===== config.mk =====
export PLATFORM = sky130hd
export DESIGN_NAME = divisor_signado
export DESIGN_NICKNAME = d
export VERILOG_FILES = /design/src/rtl/divisor_signado.sv
export SDC_FILE = /design/constraint.sdc
export NUM_CORES = 1
export LEC_CHECK = 0
export ABC_AREA = 1
export BUFFER_PORTS_ARGS = -buffer_cell sky130_fd_sc_hd__buf_2
export CORE_UTILIZATION = 50
export DETAILED_ROUTE_END_ITERATION = 8
export HOLD_SLACK_MARGIN = 0.1
export PLACE_DENSITY = 0.69
export SYNTH_ARGS = -nofsm -noshare
export SYNTH_HDL_FRONTEND = slang
export SYNTH_SLANG_ARGS = --single-unit

===== constraint.sdc =====
create_clock -name i_clock -period 7.5 [get_ports i_clock]
set_input_delay 0.375 -clock i_clock [delete_from_list [all_inputs] [get_ports i_clock]]
set_output_delay 0.375 -clock i_clock [all_outputs]
set_load 0.03 [all_outputs]

===== src/rtl/divisor_signado.sv =====
// divisor_signado
// Multicycle signed integer divider for the MIPS execute stage. Produces the
// LO (quotient) and HI (remainder) results of DIV using a restoring
// shift-and-subtract loop on operand magnitudes, followed by a sign fix-up.
// A start/busy/valid handshake lets pipeline control stall while it runs.
//
// Ports:
//   i_clock        rising-edge clock
//   i_reset        asynchronous, active-high reset
//   i_start        division request, only sampled while idle
//   i_data_A       dividend (two's complement)
//   i_data_B       divisor (two's complement)
//   o_quotient     signed quotient (LO), truncated toward zero
//   o_remainder    signed remainder (HI), carries the dividend's sign
//   o_busy         high from the accepted start until o_valid
//   o_valid        one-cycle pulse when the results are updated
//   o_div_by_zero  high with the results when the divisor was zero
module divisor_signado #(
    parameter int INPUT_OUTPUT_LENGTH = 32
) (
    input  logic                           i_clock,
    input  logic                           i_reset,
    input  logic                           i_start,
    input  logic [INPUT_OUTPUT_LENGTH-1:0] i_data_A,
    input  logic [INPUT_OUTPUT_LENGTH-1:0] i_data_B,
    output logic [INPUT_OUTPUT_LENGTH-1:0] o_quotient,
    output logic [INPUT_OUTPUT_LENGTH-1:0] o_remainder,
    output logic                           o_busy,
    output logic                           o_valid,
    output logic                           o_div_by_zero
);

    localparam int N  = INPUT_OUTPUT_LENGTH;
    localparam int CW = $clog2(N + 1);

    typedef enum logic [1:0] {
        IDLE = 2'd0,
        CALC = 2'd1,
        FIX  = 2'd2
    } state_t;

    state_t state;
    state_t state_next;

    logic [N-1:0]  dividend;
    logic [N-1:0]  divisor_mag;
    logic [N-1:0]  rem;
    logic [N-1:0]  quo;
    logic [CW-1:0] count;
    logic          sign_q;
    logic          sign_r;
    logic          zero_div;

    logic [N-1:0]  mag_a;
    logic [N-1:0]  mag_b;
    logic [N:0]    trial;
    logic [N-1:0]  rem_next;
    logic [N-1:0]  quo_next;
    logic [N-1:0]  quo_fixed;
    logic [N-1:0]  rem_fixed;

    // Operand magnitudes. The most negative value negates to itself, which
    // read as unsigned is exactly 2^(N-1), so no extra bit is required.
    always_comb begin
        mag_a = i_data_A[N-1] ? -i_data_A : i_data_A;
        mag_b = i_data_B[N-1] ? -i_data_B : i_data_B;
    end

    // One restoring iteration. The trial subtraction is one bit wider than
    // the operands so its MSB acts as the borrow: a clear MSB means the
    // shifted remainder was large enough and the quotient bit is one.
    always_comb begin
        trial    = {rem, quo[N-1]} - {1'b0, divisor_mag};
        rem_next = trial[N] ? {rem[N-2:0], quo[N-1]} : trial[N-1:0];
        quo_next = {quo[N-2:0], ~trial[N]};
    end

    // Sign fix-up applied to the unsigned results in the FIX state.
    always_comb begin
        quo_fixed = sign_q ? -quo : quo;
        rem_fixed = sign_r ? -rem : rem;
    end

    // State register.
    always_ff @(posedge i_clock or posedge i_reset) begin
        if (i_reset) begin
            state <= IDLE;
        end else begin
            state <= state_next;
        end
    end

    // Next-state logic. CALC leaves after the iteration that sees the
    // counter at 1, so exactly N iterations run before FIX.
    always_comb begin
        state_next = state;
        case (state)
            IDLE: begin
                if (i_start) begin
                    state_next = CALC;
                end
            end
            CALC: begin
                if (count == CW'(1)) begin
                    state_next = FIX;
                end
            end
            FIX: begin
                state_next = IDLE;
            end
            default: begin
                state_next = IDLE;
            end
        endcase
    end

    // Datapath and registered outputs. The quotient register starts with
    // |A| and is shifted into the remainder one bit per CALC cycle. A zero
    // divisor still runs the full loop; its results are overridden in FIX.
    always_ff @(posedge i_clock or posedge i_reset) begin
        if (i_reset) begin
            dividend      <= '0;
            divisor_mag   <= '0;
            rem           <= '0;
            quo           <= '0;
            count         <= '0;
            sign_q        <= 1'b0;
            sign_r        <= 1'b0;
            zero_div      <= 1'b0;
            o_quotient    <= '0;
            o_remainder   <= '0;
            o_busy        <= 1'b0;
            o_valid       <= 1'b0;
            o_div_by_zero <= 1'b0;
        end else begin
            o_valid <= 1'b0;
            case (state)
                IDLE: begin
                    if (i_start) begin
                        dividend    <= i_data_A;
                        divisor_mag <= mag_b;
                        quo         <= mag_a;
                        rem         <= '0;
                        count       <= CW'(N);
                        sign_q      <= i_data_A[N-1] ^ i_data_B[N-1];
                        sign_r      <= i_data_A[N-1];
                        zero_div    <= (i_data_B == '0);
                        o_busy      <= 1'b1;
                    end
                end
                CALC: begin
                    rem   <= rem_next;
                    quo   <= quo_next;
                    count <= count - CW'(1);
                end
                FIX: begin
                    o_quotient    <= zero_div ? '1 : quo_fixed;
                    o_remainder   <= zero_div ? dividend : rem_fixed;
                    o_div_by_zero <= zero_div;
                    o_valid       <= 1'b1;
                    o_busy        <= 1'b0;
                end
                default: begin
                    o_busy <= 1'b0;
                end
            endcase
        end
    end

endmodule


==> flow_summary.ini <==
[hold_path]
holdCritPathClass = input pin to register

[timing]
fmax_ghz = 0.326
maxSlewHeadroom_pct = 30.7
rsz0062_at_grt = false
fin_setup_tns_ns = 0
period_minus_slack_ns = 3.06
timing_max_transition_violations_final = 0
setup_viol = 0
worst_hold_slack_ns = 0.136
hold_viol = 0
fin_crit_sh_pct = 40.8
worst_pin_slew_ns = 1.04
layout_setup_ws_ns = 4.44
fin_skew_ns = 0.0199

[cells_and_area]
nets_final = 2386
num_antenna_cells = 0
drive_above_1_share_pct = 10.2
layout.cells.most_common_list = nand2_1 (651), inv_1 (333), nand3_1 (246)
finish.utilization_pct = 56.8
layout.cells.most_common = nand2_1
area_growth_syn_to_layout_pct = 11.9

[placement]
detailed_place_hpwl_um = 34300
io_buffers = 133
detailedPlace.worstSlack_ns = 4.54
gpl.final_weighted_congestion = 0.957

[critical_path]
cp-start-kind = register
cp_data_required_time_ns = 7.91
crit_fanout = 22
timing.critical_path.to_type = register
class_of_the_most_critical_setup_path = register to register
timing.critical_path.arrival_ns = 3.47

[run]
drv.max_cap_violation_count = 0

[floorplan]
fp.coreArea_um2 = 28600
pin_count = 134
die-area_um2 = 29700
placementRows = 62
die_w_um = 172
floorplan.initialDensity_pct = 50.7
die_y_um = 172

[global_routing]
maximum_number_of_pins_on_one_net_before_global_route_repair = 108
track_usage_pct = 30.9
first_pass_grt_wire_length_um = 72000
gr-total-overflow = 0
vias_in_the_first_global_route = 13706
initial_antenna_violation_count = 0

[pwr]
switch_pwr_w = 0.000571
seq_power_share_pct = 44.8
p_leak_nw = 8.96
switching_share_pct = 23.1
p_int_w = 0.00190
comb_power_share_pct = 4.5
vdd_ir_drop_max_v = 0.000140
power_per_cell_area_nw_per_um2 = 152
power.total_w = 0.00247
clkPwrFrac_pct = 50.7

[cts]
cts_setup_buffers = 0
numCtsBuffers = 25
number_of_buffers_between_clock_root_and_the_deepest_sink = 3
clock_tree.htree_level_count = 1
clkSlewWorstSetupHoldPaths_ns = 0.06
cts.sink_count = 205
tritoncts = done
clockRootBuffer = clkbuf_16
clkLatencyLatePin_ns = 0.53

[synthesis]
synth_area_um2 = 14500
synth-warning-count = 0
synthesis.nets = 2287
synthesis.area_per_instance_um2 = 6.66
edff_count_synth = 0
synth_cell_types = 52
synth_sequential_area_ratio_pct = 35.3
synthCells = 2181
ys_async_sr_fraction_pct = 100
ys_seq_elements = 205
dominantRegCellSynth = dfrtp_1

[detailed_routing]
vias_per_cell = 5.49
routed-via-count = 14713
drc = 0
dr.first_iter.drc_count = 1598
firstDrtPassIters = 6
avgRoutedWirePerCell_um = 16.9
totalWireLength_um = 45300
route.antenna.remaining_nets = 0

[outcome]
status = complete, no violations
## path summary, 6_finish.rpt
| kind | slack [ns] | depth (start not counted) | start | endpoint |
|---|---|---|---|---|
| max reg2reg | 4.44 | 16 | quo[31] | rem[27] |
| min reg2reg | 0.48 | 2 | o_div_by_zero | o_div_by_zero |
| min | 0.14 | 3 | i_data_A[17] | quo[17] |
| min in group asynchronous | 0.57 | 3 | i_reset | o_quotient[2] |
| max | 4.44 | 16 | quo[31] | rem[27] |
| max in group asynchronous | 5.72 | 4 | i_reset | divisor_mag[16] |
## metrics by stage
step                      instances  cell area [µm²]
after CTS                      2682            16300
after detailed placement       2636            15400
after global routing           2682            16300
after global placement         2636            15400
final                          2682            16300
after floorplan                2181            14500
## registers in the layout (all words and copies together) (netlist names)
name,flops
o_quotient,32
o_busy,1
sign_q,1
state,2
rem,32
count,6
o_valid,1
divisor_mag,32
quo,32
zero_div,1
dividend,32
o_remainder,32
o_div_by_zero,1
## critical path: stages, from the launching register on
cell,delay (ns)
dfrtp_1,0.38
inv_1,0.15
ha_1,0.31
fa_1,0.27
inv_1,0.08
nand2_1,0.06
nand2_1,0.06
nand3_1,0.08
nand2_2,0.09
nand2_1,0.08
nand2_2,0.08
nand2_4,0.09
nand3_2,0.43
nand2_4,0.48
nand2_1,0.10
nand3_1,0.10
nand2_1,0.08
## what timing repair did
item	in CTS	in global routing
endpoints found under the hold margin	105	0
gates resized for setup	0	0
hold buffers	1	0
## Yosys cell counts, types with 16 or more instances
cell type / count / area [µm²]
nand3_1: 246 / 1230
nor3_1: 38 / 190
o21ai_0: 105 / 526
nand2_1: 651 / 2440
o21bai_1: 16 / 120
nand4_1: 34 / 213
xor2_1: 35 / 307
nor2_1: 176 / 661
o22ai_1: 19 / 119
dfrtp_1: 205 / 5130
clkbuf_1: 43 / 161
ha_1: 38 / 475
a21oi_1: 56 / 280
a22oi_1: 17 / 128
inv_1: 334 / 1250
a31oi_1: 16 / 100
## per-layer routing
metal / share of wire, % / vias up / track usage, %
li1: - / 7224 / -
met1: 46 / 6840 / 44.8
met2: 44 / 586 / 48.9
met3: 7.6 / 63 / 4.26
met4: 1.7 / 0 / 6.35
met5: 0 / - / 0
## power by group through the flow
stage | logic [W] | clock network (W) | registers [W]
3_5_place_dp | 0.000110 | 0 | 0.00113
5_1_grt | 0.000125 | 0.00131 | 0.00111
6_report | 0.000111 | 0.00125 | 0.00111
4_1_cts | 0.000111 | 0.00127 | 0.00111
3_3_place_gp | 0.000109 | 0 | 0.00113
2_1_floorplan | 0.0000594 | 0 | 0.00113
## cell families (layout without fill, tap and decap cells)
logic type      Yosys count  after routing  synth area share (%)
buf+inv                 413            530                  11.5
flops                   205            205                  35.3
xor+xnor                 44             44                  2.65
simple gates           1203           1203                  35.6
compound gates          277            277                  11.5
fa+ha+maj                39             39                  3.41
## area by class of cell
| cell class | instances | area [µm²] |
|---|---|---|
| fillers | 2845 | 12400 |
| clock inverters | 9 | 114 |
| multi-input cells | 1563 | 7740 |
| well taps | 384 | 480 |
| repair buffers | 145 | 758 |
| flip-flops and latches | 205 | 5130 |
| clock buffers | 36 | 747 |
| inverters | 340 | 1280 |
(Power assumes the default switching activity.)
